==> src/rtl/cpu_types_pkg.sv <==
// -----------------------------------------------------------------------------
// cpu_types_pkg
// Shared CPU type definitions used by the ALU, its interface and the ALU
// arbiter:
//   aluop_t     - 4-bit ALU operation encoding
//   word_t      - datapath word
//   arb_state_t - state encoding of the shared-ALU arbiter
// -----------------------------------------------------------------------------
package cpu_types_pkg;

  localparam int CPU_WORD_W = 32;

  typedef logic [CPU_WORD_W-1:0] word_t;

  typedef enum logic [3:0] {
    ALU_SLL,
    ALU_SRL,
    ALU_ADD,
    ALU_SUB,
    ALU_AND,
    ALU_OR,
    ALU_XOR,
    ALU_NOR,
    ALU_SLT,
    ALU_SLTU
  } aluop_t;

  typedef enum logic [1:0] {
    IDLE,
    EXEC,
    RESP
  } arb_state_t;

endpackage

==> src/rtl/alu_if.sv <==
// -----------------------------------------------------------------------------
// alu_if
// Connection to a single combinational ALU.
//   master : drives ALUOP, port_a, port_b; reads port_out and the flags
//   slave  : the ALU itself
// -----------------------------------------------------------------------------
interface alu_if
  import cpu_types_pkg::*;
#(
  parameter int WORD_W = 32
);

  aluop_t            ALUOP;
  logic [WORD_W-1:0] port_a;
  logic [WORD_W-1:0] port_b;
  logic [WORD_W-1:0] port_out;
  logic              negative;
  logic              overflow;
  logic              zero;

  modport master (
    output ALUOP, port_a, port_b,
    input  port_out, negative, overflow, zero
  );

  modport slave (
    input  ALUOP, port_a, port_b,
    output port_out, negative, overflow, zero
  );

endinterface

==> src/rtl/rr_arbiter.sv <==
// -----------------------------------------------------------------------------
// rr_arbiter
// Purely combinational round-robin arbiter.
//   req   in  NREQ   request vector
//   ptr   in  PTR_W  index of the most recent winner (lowest priority)
//   grant out NREQ   one-hot grant; the first set request searching upward
//                    from ptr+1 and wrapping modulo NREQ, or zero
// -----------------------------------------------------------------------------
module rr_arbiter #(
  parameter  int NREQ  = 2,
  localparam int PTR_W = $clog2(NREQ)
) (
  input  logic [NREQ-1:0]  req,
  input  logic [PTR_W-1:0] ptr,
  output logic [NREQ-1:0]  grant
);

  logic [PTR_W:0]  shamt;
  logic [NREQ-1:0] rot_req;
  logic [NREQ-1:0] rot_gnt;

  // Rotate the requests so that requester ptr+1 lands on bit 0, pick the
  // lowest set bit, then rotate the one-hot result back. Doubling the vector
  // turns each rotate into a plain shift, so any NREQ (not only powers of
  // two) wraps correctly.
  assign shamt   = {1'b0, ptr} + (PTR_W+1)'(1);
  assign rot_req = NREQ'({req, req} >> shamt);
  assign rot_gnt = rot_req & (~rot_req + NREQ'(1));
  assign grant   = NREQ'(({rot_gnt, rot_gnt} << shamt) >> NREQ);

endmodule

==> src/rtl/alu_arbiter.sv <==
// -----------------------------------------------------------------------------
// alu_arbiter
// Shares one ALU between NREQ requesters with round-robin arbitration and a
// req/gnt/rvalid handshake. The winner's operands are latched in the grant
// cycle, the ALU is driven only from those registers, and the ALU output is
// captured one cycle later and returned with an rvalid pulse.
//
// Ports:
//   CLK, RST            clock, asynchronous active-high reset
//   req      [NREQ]     level request, operands valid while high
//   aluop    [NREQ][4]  per-requester ALU operation (aluop_t encoding)
//   opa/opb  [NREQ][W]  per-requester operands
//   gnt      [NREQ]     one-hot: operands of that requester taken this cycle
//   rvalid   [NREQ]     one-hot: result/flags valid for that requester
//   result, negative, overflow, zero   registered ALU outputs (shared bus)
//   busy                high while an op is in EXEC or RESP
//   alu                 master side of alu_if
//
// Optional feature (macro ALU_ARBITER_PERF_EN):
//   grant_cnt [NREQ][16]  saturating per-requester grant counters
//   stall_cnt [16]        saturating count of cycles with a request pending
//                         and no grant
// -----------------------------------------------------------------------------
module alu_arbiter
  import cpu_types_pkg::*;
#(
  parameter int NREQ   = 2,
  parameter int WORD_W = 32
) (
  input  logic                         CLK,
  input  logic                         RST,
  input  logic [NREQ-1:0]              req,
  input  logic [NREQ-1:0][3:0]         aluop,
  input  logic [NREQ-1:0][WORD_W-1:0]  opa,
  input  logic [NREQ-1:0][WORD_W-1:0]  opb,
  output logic [NREQ-1:0]              gnt,
  output logic [NREQ-1:0]              rvalid,
  output logic [WORD_W-1:0]            result,
  output logic                         negative,
  output logic                         overflow,
  output logic                         zero,
  output logic                         busy,
`ifdef ALU_ARBITER_PERF_EN
  output logic [NREQ-1:0][15:0]        grant_cnt,
  output logic [15:0]                  stall_cnt,
`endif
  alu_if.master                        alu
);

  localparam int PTR_W = $clog2(NREQ);

  arb_state_t        state_q, state_d;
  logic [PTR_W-1:0]  ptr_q, ptr_d;
  logic [PTR_W-1:0]  owner_q, owner_d;
  aluop_t            op_q, op_d;
  logic [WORD_W-1:0] a_q, a_d;
  logic [WORD_W-1:0] b_q, b_d;
  logic [WORD_W-1:0] result_q, result_d;
  logic              neg_q, neg_d;
  logic              ovf_q, ovf_d;
  logic              zero_q, zero_d;

  logic [PTR_W-1:0]  arb_ptr;
  logic [NREQ-1:0]   arb_grant;
  logic [NREQ-1:0]   gnt_int;
  logic [NREQ-1:0]   gnt_shift;
  logic [PTR_W-1:0]  win_idx;
  logic              accept;

  // In RESP the finishing owner already counts as the most recent winner,
  // so a back-to-back grant sees the rotated priority in the same cycle.
  assign arb_ptr = (state_q == RESP) ? owner_q : ptr_q;

  rr_arbiter #(.NREQ(NREQ)) u_rr_arbiter (
    .req   (req),
    .ptr   (arb_ptr),
    .grant (arb_grant)
  );

  // The ALU is occupied during EXEC, so no operands can be accepted then.
  assign gnt_int = (state_q == EXEC) ? '0 : arb_grant;
  assign accept  = |gnt_int;

  // One-hot to index.
  always_comb begin
    gnt_shift = '0;
    win_idx   = '0;
    for (int i = 0; i < NREQ; i++) begin
      gnt_shift = gnt_int >> i;
      if (gnt_shift[0]) win_idx = PTR_W'(i);
    end
  end

  always_comb begin
    // NOTE: every *_d gets its hold value first, so paths that do not assign
    // it cannot infer a latch.
    state_d  = state_q;
    ptr_d    = ptr_q;
    owner_d  = owner_q;
    op_d     = op_q;
    a_d      = a_q;
    b_d      = b_q;
    result_d = result_q;
    neg_d    = neg_q;
    ovf_d    = ovf_q;
    zero_d   = zero_q;

    unique case (state_q)
      IDLE: ;
      EXEC: begin
        result_d = alu.port_out;
        neg_d    = alu.negative;
        ovf_d    = alu.overflow;
        zero_d   = alu.zero;
        state_d  = RESP;
      end
      RESP: begin
        ptr_d   = owner_q;
        state_d = IDLE;
      end
      default: state_d = IDLE;
    endcase

    // A grant (only possible in IDLE or RESP) overrides the next state.
    if (accept) begin
      owner_d = win_idx;
      op_d    = aluop_t'(aluop[win_idx]);
      a_d     = opa[win_idx];
      b_d     = opb[win_idx];
      state_d = EXEC;
    end
  end

  // NOTE: state registers use non-blocking assignments so every flop samples
  // the pre-edge values regardless of process ordering.
  always_ff @(posedge CLK or posedge RST) begin
    if (RST) begin
      state_q  <= IDLE;
      ptr_q    <= PTR_W'(NREQ - 1);
      owner_q  <= '0;
      op_q     <= ALU_SLL;
      a_q      <= '0;
      b_q      <= '0;
      result_q <= '0;
      neg_q    <= 1'b0;
      ovf_q    <= 1'b0;
      zero_q   <= 1'b0;
    end else begin
      state_q  <= state_d;
      ptr_q    <= ptr_d;
      owner_q  <= owner_d;
      op_q     <= op_d;
      a_q      <= a_d;
      b_q      <= b_d;
      result_q <= result_d;
      neg_q    <= neg_d;
      ovf_q    <= ovf_d;
      zero_q   <= zero_d;
    end
  end

  // NOTE: gnt is combinational from req, so it is also forced low while RST is
  // held; otherwise a requester could see its operands "accepted" by a block
  // that is in reset.
  assign gnt      = RST ? '0 : gnt_int;
  assign rvalid   = (state_q == RESP) ? (NREQ'(1) << owner_q) : '0;
  assign busy     = (state_q != IDLE);
  assign result   = result_q;
  assign negative = neg_q;
  assign overflow = ovf_q;
  assign zero     = zero_q;

  // ALU inputs come only from the latched registers and therefore hold
  // steady between grants.
  assign alu.ALUOP  = op_q;
  assign alu.port_a = a_q;
  assign alu.port_b = b_q;

`ifdef ALU_ARBITER_PERF_EN
  logic [15:0] stall_cnt_q, stall_cnt_d;

  for (genvar g = 0; g < NREQ; g++) begin : g_grant_cnt
    logic [15:0] cnt_q, cnt_d;

    always_comb begin
      cnt_d = cnt_q;
      if (gnt_int[g] && (cnt_q != 16'hFFFF)) cnt_d = cnt_q + 16'd1;
    end

    always_ff @(posedge CLK or posedge RST) begin
      if (RST) cnt_q <= '0;
      else     cnt_q <= cnt_d;
    end

    assign grant_cnt[g] = cnt_q;
  end

  always_comb begin
    stall_cnt_d = stall_cnt_q;
    if ((|req) && !accept && (stall_cnt_q != 16'hFFFF)) stall_cnt_d = stall_cnt_q + 16'd1;
  end

  always_ff @(posedge CLK or posedge RST) begin
    if (RST) stall_cnt_q <= '0;
    else     stall_cnt_q <= stall_cnt_d;
  end

  assign stall_cnt = stall_cnt_q;
`endif

endmodule

==> src/flat_wrapper.sv <==
// flat-port wrapper written by rule: the top's interface ports become plain ports
module alu_arbiter_flat import cpu_types_pkg::*;
#(
  parameter int NREQ   = 2,
  parameter int WORD_W = 32
)
  (CLK, RST, req, aluop, opa, opb, gnt, rvalid, result, negative, overflow, zero, busy, alu_ALUOP, alu_port_a, alu_port_b, alu_port_out, alu_negative, alu_overflow, alu_zero);
  alu_if #(.WORD_W(WORD_W)) alu_i ();
  input  logic CLK;
  input  logic RST;
  input  logic [NREQ-1:0] req;
  input  logic [NREQ-1:0][3:0] aluop;
  input  logic [NREQ-1:0][WORD_W-1:0] opa;
  input  logic [NREQ-1:0][WORD_W-1:0] opb;
  output logic [NREQ-1:0] gnt;
  output logic [NREQ-1:0] rvalid;
  output logic [WORD_W-1:0] result;
  output logic negative;
  output logic overflow;
  output logic zero;
  output logic busy;
  output wire logic [$bits(alu_i.ALUOP)-1:0] alu_ALUOP;
  output wire logic [$bits(alu_i.port_a)-1:0] alu_port_a;
  output wire logic [$bits(alu_i.port_b)-1:0] alu_port_b;
  input wire logic [$bits(alu_i.port_out)-1:0] alu_port_out;
  input wire logic [$bits(alu_i.negative)-1:0] alu_negative;
  input wire logic [$bits(alu_i.overflow)-1:0] alu_overflow;
  input wire logic [$bits(alu_i.zero)-1:0] alu_zero;
  assign alu_ALUOP = alu_i.ALUOP;
  assign alu_port_a = alu_i.port_a;
  assign alu_port_b = alu_i.port_b;
  assign alu_i.port_out = alu_port_out;
  assign alu_i.negative = alu_negative;
  assign alu_i.overflow = alu_overflow;
  assign alu_i.zero = alu_zero;
  alu_arbiter #(.NREQ(NREQ), .WORD_W(WORD_W)) u_core (.CLK(CLK), .RST(RST), .req(req), .aluop(aluop), .opa(opa), .opb(opb), .gnt(gnt), .rvalid(rvalid), .result(result), .negative(negative), .overflow(overflow), .zero(zero), .busy(busy), .alu(alu_i));
endmodule
==> config.mk <==
export PLATFORM = sky130hd
export DESIGN_NAME = alu_arbiter_flat
export DESIGN_NICKNAME = d
export VERILOG_FILES = /design/src/rtl/cpu_types_pkg.sv /design/src/rtl/alu_if.sv /design/src/rtl/rr_arbiter.sv /design/src/rtl/alu_arbiter.sv /design/src/flat_wrapper.sv
export SDC_FILE = /design/constraint.sdc
export NUM_CORES = 1
export LEC_CHECK = 0
export BUFFER_PORTS_ARGS = -buffer_cell sky130_fd_sc_hd__buf_2
export CAP_MARGIN = 20
export CORE_ASPECT_RATIO = 1.75
export CORE_MARGIN = 3
export CORE_UTILIZATION = 40
export CTS_BUF_LIST = sky130_fd_sc_hd__clkbuf_8 sky130_fd_sc_hd__clkbuf_16
export DETAILED_ROUTE_END_ITERATION = 8
export GPL_TIMING_DRIVEN = 0
export PLACE_DENSITY = 0.89
export SLEW_MARGIN = 10
export SYNTH_ARGS = -nofsm -noshare
export SYNTH_HDL_FRONTEND = slang
export SYNTH_HIERARCHICAL = 1
export SYNTH_SLANG_ARGS = --single-unit
==> constraint.sdc <==
create_clock -name CLK -period 3.6 [get_ports CLK]
set_input_delay 0.54 -clock CLK [delete_from_list [all_inputs] [get_ports CLK]]
set_output_delay 0.54 -clock CLK [all_outputs]
set_load 0.02 [all_outputs]
* Word-level counts from Yosys, hierarchy flattened
Index checks and enable logic that the tools add are counted.
** Word-level totals
- Bits in registers :: 107
- Bits of input ports :: 175
- Output and inout bits :: 108
- Logic and storage cells :: 37
** Cells by class
- Add/sub/neg operators :: 2
- $lt $le $gt $ge :: 1
- Equality and inequality tests :: 3
- Shift-type cells :: 3
- Mux-type cells :: 13
- Bitwise logic cells :: 2
- Reduce and logical (&&, ||, !) cells :: 3
** Operators by type and width (count)
- 2-to-1 mux 32 bit :: 4
- 2-to-1 mux 2 bit :: 4
- 2-to-1 mux 4 bit :: 2
- case mux 2 bit (2 select lines) :: 1
- << shifter 4 x 2 -> 4 bit :: 1
- >> shifter 4 x 2 -> 2 bit :: 1
- adder 1 x 1 -> 2 bit (second input constant) :: 1
- adder 2 x 1 -> 2 bit (second input constant) :: 1
- bitwise AND 2 bit :: 1
- equality test 2 x 1 -> 1 bit (second input constant) :: 1
- equality test 2 bit (second input constant) :: 1
- logical NOT 2 bit :: 1
- < comparator 1 x 2 -> 1 bit (second input constant) :: 1
- 2-to-1 mux 1 bit :: 2
- != test 2 x 1 -> 1 bit (second input constant) :: 1
- inverter 2 bit :: 1
- nonzero test 2 bit :: 1
- OR reduction 2 bit :: 1
- << shifter 1 x 1 -> 2 bit (first input constant) :: 1

* Longest topological paths before layout
- Depth after elaboration :: 12
- Gate-level depth with buffers :: 12
- Depth with buffers taken out :: 8

* Cells and area by module
The synthesis kept the hierarchy.
** By module, submodules not included
- alu_arbiter :: instances 1, cells each 461, area each 4914.7 um2, sequential area each 2678.8 um2
- rr_arbiter :: instances 1, cells each 3, area each 18.8 um2, sequential area each 0.0 um2

* Worst setup path before layout
No wires, ideal clock.
- Path kind :: input to output
- Start :: input port RST
- End :: output port gnt[1]
- Data arrival time :: 3.301 ns
- Data required time :: 3.060 ns
- Slack :: -0.241 ns
- Stages :: 2
- Path buffers :: 0
- Path through :: inv_1 and3_1
** Between the ends
- Longest elaborated chain between the ends :: 1
** Ends and longest elaborated chain
- start, declared :: RTL line flat_wrapper.sv:10 : input logic RST;
- 2-to-1 mux 2 bit :: RTL line alu_arbiter.sv:165 : assign gnt = RST ? '0 : gnt_int;
- end, declared :: RTL line flat_wrapper.sv:15 : output logic [NREQ-1:0] gnt;
No other way between the ends.

* Final worst setup path
- Start :: register u_core.state_q[0]
- End :: output port gnt[1]
** Between the ends
- Longest elaborated chain between the ends :: 10
** Ends and longest elaborated chain
- start, declared :: RTL line alu_arbiter.sv:52 : arb_state_t state_q, state_d;
- start signal, assigned :: RTL line alu_arbiter.sv:149 : state_q <= state_d;
- equality test 2 bit (*) :: RTL line alu_arbiter.sv:72 : assign arb_ptr = (state_q == RESP) ? owner_q : ptr_q;
- 2-to-1 mux 1 bit (*) :: RTL line alu_arbiter.sv:72
- named net u_core.arb_ptr :: RTL line alu_arbiter.sv:63 : logic [PTR_W-1:0] arb_ptr;
- adder 1 x 1 -> 2 bit (*) :: RTL line rr_arbiter.sv:26 : assign shamt = {1'b0, ptr} + (PTR_W+1)'(1);
- >> shifter 4 x 2 -> 2 bit :: RTL line rr_arbiter.sv:27 : assign rot_req = NREQ'({req, req} >> shamt);
- inverter 2 bit :: RTL line rr_arbiter.sv:28 : assign rot_gnt = rot_req & (~rot_req + NREQ'(1));
- adder 2 x 1 -> 2 bit :: RTL line rr_arbiter.sv:28
- bitwise AND 2 bit :: RTL line rr_arbiter.sv:28
- << shifter 4 x 2 -> 4 bit (*) :: RTL line rr_arbiter.sv:29 : assign grant = NREQ'(({rot_gnt, rot_gnt} << shamt) >> NREQ);
- named net u_core.arb_grant[1] :: RTL line alu_arbiter.sv:64 : logic [NREQ-1:0] arb_grant;
- 2-to-1 mux 2 bit (*) :: RTL line alu_arbiter.sv:81 : assign gnt_int = (state_q == EXEC) ? '0 : arb_grant;
- 2-to-1 mux 2 bit (*) :: RTL line alu_arbiter.sv:165
Mark *: on every way through the listed nets, which the timed path passes. The rest lies on a longest branch.

==> summary.md <==
| Metric | Value |
|---|---|
| Status | finished, final reports clean |
| Pwr dens | 936 nW/um2 |
| Post-Synthesis Cells | 464 |
| Min Tclk post-route | 3080 ps |
| Clock root cell | clkbuf_16 |
| Max-slew headroom | 45.6% |
| Worst Path Arrival | 2540 ps |
| Cell-internal power | 0.00350 W |
| Area Growth Syn to Fin | 39.4% |
| Count of cell types in the netlist | 31 |
| Synth area leader | dfrtp_1 |
| CP Launch Type | flip-flop |
| Worst-path clk slew | 70 ps |
| Setup WS pre-CTS | 872 ps |
| Top post-synthesis cells by area | dfrtp_1 (54%), o2bb2ai_1 (9.1%), nand2_1 (8.1%), a22oi_1 (6.1%), a31oi_1 (4.3%) |
| Grt ovf | 0 |
| CP Max Fanout | 10 |
| Post-Syn Nets | 639 |
| Combinational fraction of design power | 52.5% |
| Flops & latches, synth | 107 |
| Fraction of layout cells with a size suffix above 1 | 46.6% |
| CTS HTree Levels | 3 |
| Setup_tns | 0 ps |
| Utilization after layout | 57.0% |
| Number of global-route vias before repair | 4958 |
| Sw frac | 45.6% |
| DR vias/cell | 5.31 |
| Total GRT Usage | 22.8% |
| Die ar. | 13800 um2 |
| DRT Pass-1 Iters | 8 |
| Reg area | 2680 um2 |
| Fmax | 324 MHz |
| Num rows | 53 |
| Worst setup margin | 517 ps |
| Routability cong. | 0.884 |
| Setup Viol. Count Final | 0 |
| Worst hold margin | 357 ps |
| Area of the multi-input gates | 1930 um2 |
| P_leak | 3.61 nW |
| Die width | 90.0 um |
| Post-Syn Area | 4930 um2 |
| Post-DRT Antenna Nets | 0 |
| CTS tree | yes |
| Worst reg2reg path depth | 11 |
| # IOs | 283 |
| Crit Reg-Reg Startpoint | u_core/state_q[0]$_DFFE_PP0P_ |
| Max_cap viols | 0 |
| Sequential cell area fraction in the yosys report | 54.3% |
| Worst hold path type | in -> async |
| Clock power frac | 14.6% |
| Setup Skew | 10.6 ps |
| Pins Over Slew Limit | 0 |
| DRT Wirelength | 15.9 mm |
| CP Data Required Time | 3060 ps |
| Core ar. | 12100 um2 |
| Die span in y | 153 um |
| HPWL after DPL | 12.3 mm |
| Fin nets | 934 |
| R2R Setup Slk | 1220 ps |
| Hold Buf Count CTS | 0 |
| Max rail drop VDD | 0.473 mV |
| CTS resizes | 0 |
| Num CTS Buffers | 9 |
| Largest net degree at the start of global routing | 39 |
| YS warnings | 6 |
| I/O Buffers | 282 |
| Clock buffer depth | 2 |
| Clk Latency, worst-skew pair | 340 ps |
| Sequential fraction of design power | 32.8% |
| Crit Reg-Reg Endpoint | u_core/alu.ALUOP[3]$_DFFE_PP0P_ |
| # fillers | 1092 |
| Sink Count | 107 |
| First DRT Iteration DRCs | 246 |
| Sw power | 0.00293 W |
| Unrepaired setup endpoints after global routing | false |
| Initial antenna violation count | 0 |
| # Post-CTS Setup Buffers | 0 |
| Critical path class | reg -> out |
| Synthesized area per cell | 10.6 um2 |
| Routed length per placed instance | 17.1 um |
| CP Capture Type | output port |
| Pwr Total | 0.00644 W |
| Hold Fails Final Rpt | 0 |
| Initial core utilization | 40.9% |
| End of the critical path | gnt[1] |
| CP startpoint | u_core/state_q[0]$_DFFE_PP0P_ |
| Crit share post-route | 85.6% |
| Routed via count | 4930 |
| DRC errors left | 0 |
| First-pass GRT wire length | 25.4 mm |
| Least-Margin Pin Slew | 814 ps |
| Diode count | 0 |
| Yosys top cell area share | 53.8% |
## cells in the final DEF, fill, tap and decap left out, types with 8 or more instances in the layout
cell / n
clkbuf_16: 9
a22oi_1: 40
a22oi_2: 11
nor2b_1: 17
clkbuf_1: 8
dfrtp_1: 106
o2bb2ai_1: 51
a31oi_1: 34
nand2_1: 106
buf_2: 306
and3b_1: 17
o21ai_0: 14
## cell type report
type / count / share of cell area (%)
flip-flops and latches: 107 / 38.9
multi-input cells: 306 / 28.1
repair buffers: 284 / 21.1
plain buffers: 46 / 4.40
clock buffers: 9 / 3.27
well taps: 165 / 3.00
clock inverters: 7 / 0.855
inverters: 5 / 0.327
## registers in the layout (all words and copies together), names as in the netlist
register and cells:
u_core/alu.ALUOP 4, u_core/overflow 1, u_core/alu.port_a 32, u_core/state_q 2, u_core/owner_q 1, u_core/ptr_q 1
u_core/alu.port_b 32, u_core/result 32, u_core/negative 1, u_core/zero 1
## layer usage
metal	vias to the layer above	routed length, um	track usage (%)
li1	2274	-	-
met1	2369	6010	27.7
met2	248	8460	40.3
met3	39	1040	4.43
met4	0	421	8.11
met5	-	0	0
## metrics by stage
step,instances,cell area [um2]
finish,929,6880
global route,929,6880
detailed placement,913,6600
global placement,911,6560
CTS,929,6880
floorplan,464,4940
## cell families after synthesis
group                  count (synthesis)  share of synthesized area (%)
buffers and inverters                 51                           6.52
DFF                                  107                           54.3
AOI/OAI and AO/OA                    158                           24.8
and+or+nand+nor                      148                           14.4
## worst min-delay path by stage
stage	start	endpoint	slack (ps)	depth (start not counted)
after floorplan	u_core/owner_q$_DFFE_PP0P_	u_core/owner_q$_DFFE_PP0P_	490	1
after global placement	u_core/result[0]$_DFFE_PP0N_	u_core/result[0]$_DFFE_PP0N_	450	2
after detailed placement	u_core/result[31]$_DFFE_PP0N_	u_core/result[31]$_DFFE_PP0N_	460	2
after CTS	RST	u_core/alu.port_a[23]$_DFFE_PP0P_	370	2
after global routing	alu_port_out[28]	u_core/result[28]$_DFFE_PP0N_	380	3
final	RST	u_core/alu.ALUOP[3]$_DFFE_PP0P_	360	2
## power groups by stage
stage,logic (W),clock network [W],registers (W)
4_1_cts,0.00339,0.000970,0.00211
3_5_place_dp,0.00339,0,0.00212
3_3_place_gp,0.00331,0,0.00211
2_1_floorplan,0.00148,0,0.00281
5_1_grt,0.00365,0.00102,0.00219
6_report,0.00338,0.000943,0.00211
## critical path, stage by stage, from the launching register on
cell,delay (ps)
dfrtp_1,390
buf_2,220
nand2b_1,170
nor2_1,60
a21o_1,190
a21boi_0,180
buf_4,200
clkbuf_1,400
and3_1,230
buf_2,160
## cells in the mapped netlist (all sizes together)
library cell	instances
or2	1
a21boi	2
nand2	106
a31oi	34
a22oi	51
nor2b	18
buf	37
o21ai	18
a22o	1
nor2	3
nand2b	2
dfrtp	106
clkbuf	9
and3	1
a21o	1
inv	5
o2bb2ai	51
dfstp	1
and3b	17
(Power assumes the default switching activity.)
